### src/rtl/pattern_detector.sv
// Serial bit-pattern detector: matches the last LEN accepted bits against a
// loadable pattern and counts detections with a saturating counter.
module pattern_detector #(
   parameter int LEN = 4,
   parameter int CNT_W = 8,
   parameter logic [LEN-1:0] DEF_PAT = LEN'(4'b0101)
) (
   input  logic                       clk,
   input  logic                       rst,
   input  logic                       en,
   input  logic                       din,
   input  logic                       overlap,
   input  logic                       load,
   input  logic [LEN-1:0]             pat_in,
   input  logic                       clr,
   output logic                       match,
   output logic [CNT_W-1:0]           match_cnt,
   output logic                       cnt_sat,
   output logic [$clog2(LEN+1)-1:0]   fill
);

   localparam int FW = $clog2(LEN+1);
   localparam logic [FW-1:0] FULL = FW'(LEN);
   localparam logic [CNT_W-1:0] CNT_MAX = {CNT_W{1'b1}};

   logic [LEN-1:0] pattern;
   logic [LEN-1:0] hist;
   logic [LEN-1:0] histNext;
   logic [FW-1:0]  fillNext;
   logic           hit;

   // A hit needs a full window, so stale history bits beyond fill never count.
   always_comb begin
      histNext = {hist[LEN-2:0], din};
      fillNext = (fill == FULL) ? FULL : fill + FW'(1);
      hit      = (fillNext == FULL) && (histNext == pattern);
   end

   always_ff @(posedge clk or negedge rst) begin
      if (!rst) begin
         pattern   <= DEF_PAT;
         hist      <= '0;
         fill      <= '0;
         match     <= 1'b0;
         match_cnt <= '0;
         cnt_sat   <= 1'b0;
      end else if (clr) begin
         hist      <= '0;
         fill      <= '0;
         match     <= 1'b0;
         match_cnt <= '0;
         cnt_sat   <= 1'b0;
      end else if (load) begin
         pattern <= pat_in;
         fill    <= '0;
         match   <= 1'b0;
      end else if (en) begin
         hist  <= histNext;
         match <= hit;
         // Non-overlapping mode restarts the window so the next match needs LEN fresh bits.
         if (hit && !overlap) begin
            fill <= '0;
         end else begin
            fill <= fillNext;
         end
         if (hit) begin
            if (match_cnt == CNT_MAX) begin
               cnt_sat <= 1'b1;
            end else begin
               match_cnt <= match_cnt + CNT_W'(1);
            end
         end
      end else begin
         match <= 1'b0;
      end
   end

endmodule

### config.mk
export PLATFORM = sky130hd
export DESIGN_NAME = pattern_detector
export DESIGN_NICKNAME = d
export VERILOG_FILES = /design/src/rtl/pattern_detector.sv
export SDC_FILE = /design/constraint.sdc
export NUM_CORES = 1
export LEC_CHECK = 0
export CORE_AREA = 2 2 58 60
export CTS_BUF_LIST = sky130_fd_sc_hd__clkbuf_8
export DETAILED_ROUTE_END_ITERATION = 6
export DIE_AREA = 0 0 60 62
export DONT_BUFFER_PORTS = 1
export PLACE_DENSITY_LB_ADDON = 0.12
export SYNTH_ARGS = -nofsm -noshare
export SYNTH_HDL_FRONTEND = slang
export SYNTH_SLANG_ARGS = --single-unit
### constraint.sdc
create_clock -name clk -period 2.7 [get_ports clk]
set_input_delay 0.54 -clock clk [delete_from_list [all_inputs] [get_ports clk]]
set_output_delay 0.54 -clock clk [all_outputs]
set_load 0.01 [all_outputs]
==> flow_summary.yaml <==
place:
  place.gp.congestion: 0.710
  portBuffers: 0
  dp_hpwl_um: 1430
final_layout:
  nets: 114
  area_delta_synth_final_pct: 10.2
  layout-drive-gt1-share: 0.162
  diodes: 0
synth:
  syn_inst: 97
  synthFlopType: "dfrtp_1"
  yosysUniqueCellTypes: 35
  syn_area_um2: 1050
  synth_largest_area_cell: "dfrtp_1"
  synth_area_leaders: "dfrtp_1 43%, dfstp_2 5.0%, xor2_1 5.0%, mux2_2 4.3%, mux2i_1 3.8%"
  ys_seq_area_frac: 0.477
  yosysWarnings: 0
  avgSynthCellArea_um2: 10.9
  syn_nets: 111
  ys_seq_elements: 20
  async_flop_share: 1.00
  synth_edf_count: 0
  yosys.area.top_type_share: 0.428
timing:
  grt_setup_unrepaired: "no"
  setup_tns_ns: 0
  hold_violations: 0
  worstMarginPinSlew_ns: 0.834
  fmax_mhz: 440
  fin_worst_skew_ns: 0.00393
  setup_viol: 0
  slew_viol_final: 0
  period_share: 0.841
  fin_crit_ns: 2.27
  maxSlewHeadroom: 0.442
power_and_ir_drop:
  p_sw_mw: 0.134
  seqPwrFrac: 0.482
  pwr-share-clk: 0.450
  totalPowerFinal_mw: 0.667
  powerDensity_nw_per_um2: 575
  power.share.switching: 0.202
  irDropWorstVdd_uv: 277
  leakage_nw: 0.498
  p_comb_frac: 0.069
  p_int_mw: 0.533
cts:
  clkTransAtPathRegs_ns: 0.08
  cts_tree: "built"
  postCtsSetupBuffers: 0
  cts-buffers-inserted: 3
  cts_resized: 0
  clk-insertion-delay-late_ns: 0.26
  cts-root-buf: "clkbuf_8"
  cts.sinks: 20
  ctsHoldBuffers: 1
  cts_buffer_depth: 2
  cts_max_level: 1
die:
  core_um2: 3180
  rows: 21
  start_util: 0.331
  ios: 24
  chipHeight_um: 62
  fp.dieW_um: 60
  die_area_um2: 3720
setup_path:
  r2r_end: "match_cnt[5]"
  cp_max_fo: 12
  slowest_stage: "or4_1"
  path_cells: "inv_1 -> ha_1 -> o31ai_2 -> nand3_2 -> or4_1 -> a21oi_1"
  crit_path_start_kind: "flip-flop"
  reg2reg_slack_ns: 0.43
  startpoint: "fill[0]"
  required_ns: 2.89
  critPathMaxStageDelay_ns: 0.54
  reg2reg_depth: 6
  crit_path_end_kind: "flip-flop"
  critPathKind: "reg2reg"
  endpoint: "match_cnt[5]"
  arrival_ns: 2.46
  timing.rr.start: "fill[0]"
status:
  status: "complete, no violations"
drt:
  drt_drc_violations_left: 0
  drt_iter0_drc: 73
  routed_wl_um: 2060
  drtPass1Iterations: 4
  vias: 716
  ant_nets: 0
  vias_per_cell: 4.94
  wire_per_inst_um: 14.2
global_route:
  grt_use_total: 0.134
  grt_max_degree: 19
  gr-total-overflow: 0
  grt_pass1_vias: 756
  antenna_found_initial: 0
  grt_first_pass_wirelength_um: 3650
run:
  cap_violations: 0
min_path:
  hold_path.class: "in2async"
==> per-stage QoR <==
| stage | setup slack, ns | instances | utilization | hold WS [ns] | cell area (µm²) |
|---|---|---|---|---|---|
| global placement | 0.523 | 140 | 0.340 | 0.245 | 1080 |
| detailed placement | 0.470 | 140 | 0.340 | 0.245 | 1080 |
| global route | 0.214 | 145 | 0.365 | 0.0932 | 1160 |
| finish | 0.428 | 145 | 0.365 | 0.114 | 1160 |
| CTS | 0.440 | 145 | 0.365 | 0.108 | 1160 |
| floorplan | 0.744 | 97 | - | 0.244 | 1050 |
==> routing by layer <==
| metal | vias to the layer above | global-route usage | wire length, µm |
|---|---|---|---|
| li1 | 352 | - | - |
| met1 | 336 | 0.181 | 970 |
| met2 | 23 | 0.199 | 906 |
| met3 | 5 | 0.0435 | 149 |
| met4 | 0 | 0.0571 | 37 |
| met5 | - | 0 | 0 |
==> power groups by stage <==
stage	Clock, mW	Combinational, mW	Sequential (mW)
3_3_place_gp	0	0.0401	0.328
2_1_floorplan	0	0.0403	0.326
4_1_cts	0.310	0.0476	0.322
6_report	0.300	0.0459	0.321
5_1_grt	0.326	0.0522	0.323
3_5_place_dp	0	0.0404	0.328
==> worst min-delay path by stage <==
stage	start	endpoint	slack [ns]
2_1_floorplan	rst	cnt_sat	0.24
3_3_place_gp	rst	match_cnt[6]	0.24
3_5_place_dp	rst	match_cnt[6]	0.25
4_1_cts	rst	pattern[2]	0.11
5_1_grt	rst	pattern[2]	0.09
6_report	rst	pattern[0]	0.11
==> final cells by class <==
class / instances / area (µm²)
fill: 329 / 2020
multi-input combinational: 71 / 508
sequential: 20 / 503
tap: 46 / 57.6
clock buffer: 3 / 41.3
clock inverter: 1 / 30.0
inverter: 3 / 11.3
timing repair buffer: 1 / 10.0
==> synth_stat cells, types with 2 or more instances <==
master   count
nand3_1      5
dfrtp_1     18
nor2_1       9
buf_6        2
nand2_1      5
xor2_1       6
nor3_1       2
inv_1        3
dfstp_2      2
or4_1        2
ha_1         3
o21ai_0      2
a21oi_1      7
mux2i_1      4
nand4_1      2
mux2_2       4
or3_1        2
o31ai_1      2
==> state kept, by name, indices dropped and copies added (netlist names) <==
name / flops
pattern: 4
cnt_sat: 1
match: 1
hist: 3
fill: 3
match_cnt: 8
==> worst max-delay path: cells and delay by family, from the launching register on <==
family / cells / cell delay (ns)
adder cells (fa/ha/maj): 1 / 0.33
buffers and inverters: 1 / 0.11
flip-flops: 1 / 0.45
AO/OA/AOI/OAI: 2 / 0.48
AND/OR/NAND/NOR: 2 / 0.82
==> cell usage in the layout, fill, tap and decap left out, types with 4 or more instances in the layout <==
master   count
a21oi_1      7
nor2_1       9
mux2i_1      4
mux2_2       4
dfrtp_1     18
xor2_1       6
nand2_1      5
nand3_1      5
==> kinds of logic after synthesis <==
| logic type | after synthesis | share of synthesized area |
|---|---|---|
| compound gates | 18 | 0.118 |
| xor+xnor | 7 | 0.0582 |
| fa+ha+maj | 3 | 0.0356 |
| buf+inv | 6 | 0.0404 |
| flops | 20 | 0.477 |
| mux | 8 | 0.0808 |
| simple gates | 35 | 0.190 |
No activity file was read; power rests on OpenSTA's default activity.
